==> config.mk <==
export PLATFORM = sky130hd
export DESIGN_NAME = sat_addsub_pipe
export DESIGN_NICKNAME = d
export VERILOG_FILES = /design/src/rtl/alu_pkg.sv /design/src/rtl/sat_addsub_pipe_cla_group.sv /design/src/rtl/sat_addsub_pipe.sv
export SDC_FILE = /design/constraint.sdc
export NUM_CORES = 1
export LEC_CHECK = 0
export CAP_MARGIN = 5
export CORE_AREA = 2 2 79 96
export CTS_BUF_LIST = sky130_fd_sc_hd__clkbuf_4 sky130_fd_sc_hd__clkbuf_8
export DETAILED_ROUTE_END_ITERATION = 10
export DIE_AREA = 0 0 81 98
export PLACE_DENSITY_LB_ADDON = 0.25
export SYNTH_ARGS = -nofsm -noshare
export SYNTH_HDL_FRONTEND = slang
export SYNTH_SLANG_ARGS = --single-unit
==> constraint.sdc <==
create_clock -name clk -period 3.6 [get_ports clk]
set_input_delay 0.72 -clock clk [delete_from_list [all_inputs] [get_ports clk]]
set_output_delay 0.72 -clock clk [all_outputs]
set_load 0.02 [all_outputs]
==> src/rtl/alu_pkg.sv <==
// Shared constants and constant helpers for the saturating add/sub datapath.
// Provides the CLA group width, the pipeline split point and saturation limits.
package alu_pkg;

  localparam int GRP_W = 4;
  localparam int MAX_W = 256;

  // Low-half width for a two-stage split, rounded down to whole CLA groups.
  function automatic int split_point(input int width);
    return ((width / 2) / GRP_W) * GRP_W;
  endfunction

  function automatic logic [MAX_W-1:0] SAT_POS(input int width);
    logic [MAX_W-1:0] r;
    r = '0;
    for (int i = 0; i < width - 1; i++) r[i] = 1'b1;
    return r;
  endfunction

  function automatic logic [MAX_W-1:0] SAT_NEG(input int width);
    logic [MAX_W-1:0] r;
    r = '0;
    r[width-1] = 1'b1;
    return r;
  endfunction

endpackage

==> src/rtl/sat_addsub_pipe_cla_group.sv <==
// cla_group: 4-bit carry-lookahead adder slice exporting group propagate/generate.
// Group P/G depend only on the operands, never on cin.
module cla_group
  import alu_pkg::*;
(
  input  logic [GRP_W-1:0] a,
  input  logic [GRP_W-1:0] b,
  input  logic             cin,
  output logic [GRP_W-1:0] s,
  output logic             p,
  output logic             g
);

  logic [GRP_W-1:0] pb;
  logic [GRP_W-1:0] gb;
  logic [GRP_W-1:0] c;

  assign pb = a ^ b;
  assign gb = a & b;

  assign c[0] = cin;
  assign c[1] = gb[0] | (pb[0] & cin);
  assign c[2] = gb[1] | (pb[1] & gb[0]) | (pb[1] & pb[0] & cin);
  assign c[3] = gb[2] | (pb[2] & gb[1]) | (pb[2] & pb[1] & gb[0])
              | (pb[2] & pb[1] & pb[0] & cin);

  assign s = pb ^ c;
  assign p = &pb;
  assign g = gb[3] | (pb[3] & gb[2]) | (pb[3] & pb[2] & gb[1])
           | (pb[3] & pb[2] & pb[1] & gb[0]);

endmodule

==> src/rtl/sat_addsub_pipe.sv <==
// Pipelined CLA signed add/sub with saturate-or-wrap, valid/ready on both sides.
// Optional overflow event counter built when SAT_ADDSUB_OVF_CNT_EN is defined.
module sat_addsub_pipe
  import alu_pkg::*;
#(
  parameter int WIDTH  = 16,
  parameter int STAGES = 2
) (
  input  logic             clk,
  input  logic             rst,
  input  logic             in_valid,
  output logic             in_ready,
  input  logic [WIDTH-1:0] a,
  input  logic [WIDTH-1:0] b,
  input  logic             sub,
  input  logic             sat,
  output logic             out_valid,
  input  logic             out_ready,
  output logic [WIDTH-1:0] sum,
  output logic             ovf,
  output logic             cout,
  input  logic             cnt_clr,
  output logic [15:0]      ovf_cnt
);

  localparam int NG    = WIDTH / GRP_W;
  localparam int SPLIT = split_point(WIDTH);
  localparam int NLO   = SPLIT / GRP_W;
  localparam logic [WIDTH-1:0] SAT_P = WIDTH'(SAT_POS(WIDTH));
  localparam logic [WIDTH-1:0] SAT_N = WIDTH'(SAT_NEG(WIDTH));

  logic             out_valid_q;
  logic [WIDTH-1:0] sum_q;
  logic             ovf_q;
  logic             cout_q;
  logic             advance;

  logic [WIDTH-1:0] grp_a, grp_b, grp_s;
  logic [NG-1:0]    grp_p, grp_g, grp_cin;

  // Operands as seen by the final stage, whichever pipeline depth is built.
  logic             fin_valid;
  logic [WIDTH-1:0] fin_raw;
  logic             fin_cout;
  logic             fin_a_msb;
  logic             fin_b_msb;
  logic             fin_sat;

  assign advance  = !out_valid_q | out_ready;
  assign in_ready = advance;

  for (genvar k = 0; k < NG; k++) begin : g_grp
    cla_group u_grp (
      .a   (grp_a[k*GRP_W +: GRP_W]),
      .b   (grp_b[k*GRP_W +: GRP_W]),
      .cin (grp_cin[k]),
      .s   (grp_s[k*GRP_W +: GRP_W]),
      .p   (grp_p[k]),
      .g   (grp_g[k])
    );
  end

  if (STAGES == 1) begin : g_one
    logic [WIDTH-1:0] beff;
    assign beff  = sub ? ~b : b;
    assign grp_a = a;
    assign grp_b = beff;

    always_comb begin
      logic c;
      // NOTE: every always_comb output gets a default first so no latch is inferred.
      grp_cin = '0;
      c       = sub;
      for (int k = 0; k < NG; k++) begin
        grp_cin[k] = c;
        c          = grp_g[k] | (grp_p[k] & c);
      end
      fin_cout = c;
    end

    assign fin_valid = in_valid;
    assign fin_raw   = grp_s;
    assign fin_a_msb = a[WIDTH-1];
    assign fin_b_msb = beff[WIDTH-1];
    assign fin_sat   = sat;
  end else begin : g_two
    logic                   s1_valid_q;
    logic [SPLIT-1:0]       s1_lo_q;
    logic                   s1_c_q;
    logic [WIDTH-SPLIT-1:0] s1_a_hi_q;
    logic [WIDTH-SPLIT-1:0] s1_b_hi_q;
    logic                   s1_sub_q;
    logic                   s1_sat_q;
    logic                   lo_cout;

    // Low groups take live operands; high groups take the stage-1 registers.
    assign grp_a = {s1_a_hi_q, a[SPLIT-1:0]};
    assign grp_b = {(s1_sub_q ? ~s1_b_hi_q : s1_b_hi_q),
                    (sub ? ~b[SPLIT-1:0] : b[SPLIT-1:0])};

    always_comb begin
      logic c;
      grp_cin = '0;
      c       = sub;
      for (int k = 0; k < NLO; k++) begin
        grp_cin[k] = c;
        c          = grp_g[k] | (grp_p[k] & c);
      end
      lo_cout = c;
      c       = s1_c_q;
      for (int k = NLO; k < NG; k++) begin
        grp_cin[k] = c;
        c          = grp_g[k] | (grp_p[k] & c);
      end
      fin_cout = c;
    end

    // NOTE: datapath registers are reset too, so the outputs read 0 straight out of reset.
    always_ff @(posedge clk or posedge rst) begin
      if (rst) begin
        s1_valid_q <= 1'b0;
        s1_lo_q    <= '0;
        s1_c_q     <= 1'b0;
        s1_a_hi_q  <= '0;
        s1_b_hi_q  <= '0;
        s1_sub_q   <= 1'b0;
        s1_sat_q   <= 1'b0;
      end else if (advance) begin
        s1_valid_q <= in_valid;
        if (in_valid) begin
          s1_lo_q   <= grp_s[SPLIT-1:0];
          s1_c_q    <= lo_cout;
          s1_a_hi_q <= a[WIDTH-1:SPLIT];
          s1_b_hi_q <= b[WIDTH-1:SPLIT];
          s1_sub_q  <= sub;
          s1_sat_q  <= sat;
        end
      end
    end

    assign fin_valid = s1_valid_q;
    assign fin_raw   = {grp_s[WIDTH-1:SPLIT], s1_lo_q};
    assign fin_a_msb = s1_a_hi_q[WIDTH-SPLIT-1];
    assign fin_b_msb = s1_b_hi_q[WIDTH-SPLIT-1] ^ s1_sub_q;
    assign fin_sat   = s1_sat_q;
  end

  logic             ovf_d;
  logic [WIDTH-1:0] sum_d;

  assign ovf_d = (fin_a_msb == fin_b_msb) & (fin_raw[WIDTH-1] != fin_a_msb);
  assign sum_d = (fin_sat & ovf_d) ? (fin_a_msb ? SAT_N : SAT_P) : fin_raw;

  always_ff @(posedge clk or posedge rst) begin
    if (rst) begin
      out_valid_q <= 1'b0;
      sum_q       <= '0;
      ovf_q       <= 1'b0;
      cout_q      <= 1'b0;
    end else if (advance) begin
      out_valid_q <= fin_valid;
      if (fin_valid) begin
        sum_q  <= sum_d;
        ovf_q  <= ovf_d;
        cout_q <= fin_cout;
      end
    end
  end

  assign out_valid = out_valid_q;
  assign sum       = sum_q;
  assign ovf       = ovf_q;
  assign cout      = cout_q;

`ifdef SAT_ADDSUB_OVF_CNT_EN
  logic [15:0] cnt_q, cnt_d;

  // Clear takes priority over a coincident overflow handshake.
  always_comb begin
    cnt_d = cnt_q;
    if (cnt_clr)
      cnt_d = '0;
    else if (out_valid_q && out_ready && ovf_q && (cnt_q != 16'hFFFF))
      cnt_d = cnt_q + 16'd1;
  end

  always_ff @(posedge clk or posedge rst) begin
    if (rst) cnt_q <= '0;
    else     cnt_q <= cnt_d;
  end

  assign ovf_cnt = cnt_q;
`else
  logic unused_cnt_clr;
  assign unused_cnt_clr = cnt_clr;
  assign ovf_cnt        = '0;
`endif

endmodule

==> results.json <==
{
  "status": "finished, final reports clean",
  "critPathMaxStageDelay_ps": 490,
  "path_cells": "clkdlybuf4s50_1, buf_4, xor2_1, ha_1, a21oi_1, nor2_1, nor2_1, nor2b_1, nor2_1, fa_1, o21ai_0",
  "synth_area_leaders": "dfrtp_1 (41%), xor2_1 (7.4%), mux2_2 (7.1%)",
  "port_buffers": 57,
  "multi_input_area_um2": 1510,
  "synth_top_area_cell": "dfrtp_1",
  "cp-start-kind": "primary input",
  "overflow": 0,
  "fin_ws_ps": 681.7,
  "cts_sinks": 47,
  "diodes": 0,
  "yosysTopAreaCellShare_pct": 41.17,
  "synth_flop_cell": "dfrtp_1",
  "avgSynthCellArea_um2": 10.13,
  "clock.fmax_mhz": 342.7,
  "syn_area_um2": 2856,
  "synth_seq_cells": 47,
  "clock_latency_ps": 290,
  "grt_start_max_net_pins": 48,
  "synth_warnings": 0,
  "slew_violations": 0,
  "first_pass_iters": 4,
  "drt_iter0_markers": 105,
  "pre_cts_ws_ps": 353.4,
  "drive_above_1_share_pct": 10.84,
  "crit_family": "buffers and inverters",
  "core_um2": 7062,
  "drc": 0,
  "critPathCaptureType": "flip-flop",
  "leakage_nw": 1.520,
  "routed_wl_um": 5193,
  "cts_made_buffers": 5,
  "min_from": "cout",
  "synth-edff-count": 0,
  "die_h_um": 98,
  "cts_hold_buf": 0,
  "clock_path_buffers": 2,
  "ys_types": 40,
  "dieWidth_um": 81,
  "syn_to_final_growth_pct": 23.30,
  "synthTopCellsByCount": "dfrtp_1 (47), o21ai_0 (26), xor2_1 (24)",
  "synthCells": 282,
  "root_buffer": "clkbuf_8",
  "rsz0062_at_grt": "false",
  "post-route-util_pct": 49.88,
  "fin_crit_ps": 2918,
  "grt_pass1_vias": 1899,
  "vias": 2041,
  "hold_slack_ps": 483.0,
  "worstMarginPinSlew_ps": 949.0,
  "relSlewSlack_pct": 36.64,
  "setup-tns-final_ps": 0,
  "cts-htree-levels": 2,
  "crit_start": "sub",
  "power_mw": 2.279,
  "finalHoldViolCount": 0,
  "seq_area_um2": 1176,
  "crit_path_top_delay_cell": "clkdlybuf4s50_1",
  "gp_congestion": 0.8149,
  "finalSetupViolations": 0,
  "cts_tree": "yes",
  "routedWlPerCell_um": 12.31,
  "synthArstFlopShare_pct": 100.0,
  "die_area_um2": 7938,
  "vdd_drop_max_mv": 0.2611,
  "synth-seq-area-share_pct": 41.17,
  "post_cts_buffers": 0,
  "reg2reg_from": "g_two.s1_sub_q",
  "crit_fanout": 11,
  "path_buf_inv": 2,
  "period_share_pct": 81.06,
  "antenna_left": 0,
  "final.setup_skew_ps": 5.525,
  "ctsResizeCount": 0,
  "grt_pass1_wl_um": 8880,
  "path_class": "primary input to flip-flop",
  "vias_per_cell": 4.836,
  "path_clk_slew_ps": 80,
  "fillers": 686,
  "num_io_pins": 75,
  "hold_class": "flip-flop to flip-flop",
  "start_util_pct": 40.45,
  "grt_util_all_layers_pct": 14.04,
  "power_density_nw_per_um2": 646.9,
  "path_common_cell": "nor2_1",
  "antenna_found_initial": 0,
  "dp_hpwl_um": 4097,
  "required_ps": 3820,
  "arrival_ps": 3140,
  "nets": 389,
  "maxCapViolations": 0,
  "rows": 34,
  "yosysMostFrequentCell": "dfrtp_1"
}
## power breakdown
group	switching, mW	leakage [nW]	total, mW	internal [mW]
clock network	0.171	0.0505	0.345	0.175
registers	0.111	0.558	0.805	0.694
logic	0.584	0.912	1.13	0.544
## path summary, 6_finish.rpt
path                                       to  slack (ps)  depth (start not counted)
hold reg to reg                          cout         480                          2
min in group asynchronous              sum[5]         960                          2
setup / recovery             g_two.s1_lo_q[4]         680                         11
hold / removal                           cout         480                          2
max in group asynchronous  g_two.s1_b_hi_q[7]        2050                          2
setup reg to reg                      sum[11]         910                          8
## per-stage QoR
stage | instance area (µm²) | std cells
floorplan | 2913 | 297
global placement | 3418 | 414
detailed placement | 3418 | 414
CTS | 3522 | 422
global route | 3522 | 422
finish | 3522 | 422
## layout make-up
class	count	area share (%)
repair buffers	59	16.63
inverters	9	0.9591
clock buffers	7	2.735
multi-input cells	209	42.88
clock inverters	1	0.2131
well taps	90	3.197
flip-flops and latches	47	33.39
## tightest hold or removal path, cell delays in order (launching register included)
cell	delay, ps
dfrtp_1	350
nand2_1	40
o21ai_0	60
## cells in the final DEF (no fill, tap or decap), drive strengths merged, types with 3 or more instances in the layout
master	instances
nand2b	4
xor2	24
a21oi	8
o21ai	26
xnor2	5
nor2	17
mux2	18
clkbuf	7
o221a	3
a211oi	10
clkdlybuf4s50	57
dfrtp	47
a21o	3
conb	16
nand2	21
inv	9
ha	16
o31ai	4
nor3	9
fa	3
## logic make-up (layout without fill, tap and decap cells)
group / after synthesis / after routing / synth area share [%]
xor+xnor: 29 / 29 / 8.892
buf+inv: 41 / 76 / 7.928
flops: 47 / 47 / 41.17
fa+ha+maj: 19 / 19 / 9.111
other cells: 1 / 16 / 0.1313
mux: 20 / 20 / 7.797
compound gates: 64 / 64 / 15.20
simple gates: 61 / 61 / 9.767
## routing by layer
layer | wire length [µm] | GRT usage, %
met1 | 2409 | 19.37
met2 | 2498 | 22.31
met3 | 222 | 2.311
met4 | 62 | 4.694
met5 | 0 | 0
## registers in the layout, indices dropped and copies added (netlist names)
register,flops
sum,16
g_two.s1_a_hi_q,8
g_two.s1_b_hi_q,8
g_two.s1_lo_q,8
cout,1
fin_sat,1
fin_valid,1
g_two.s1_c_q,1
g_two.s1_sub_q,1
out_valid,1
ovf,1
Note: power is estimated with default switching activity, not from simulation.
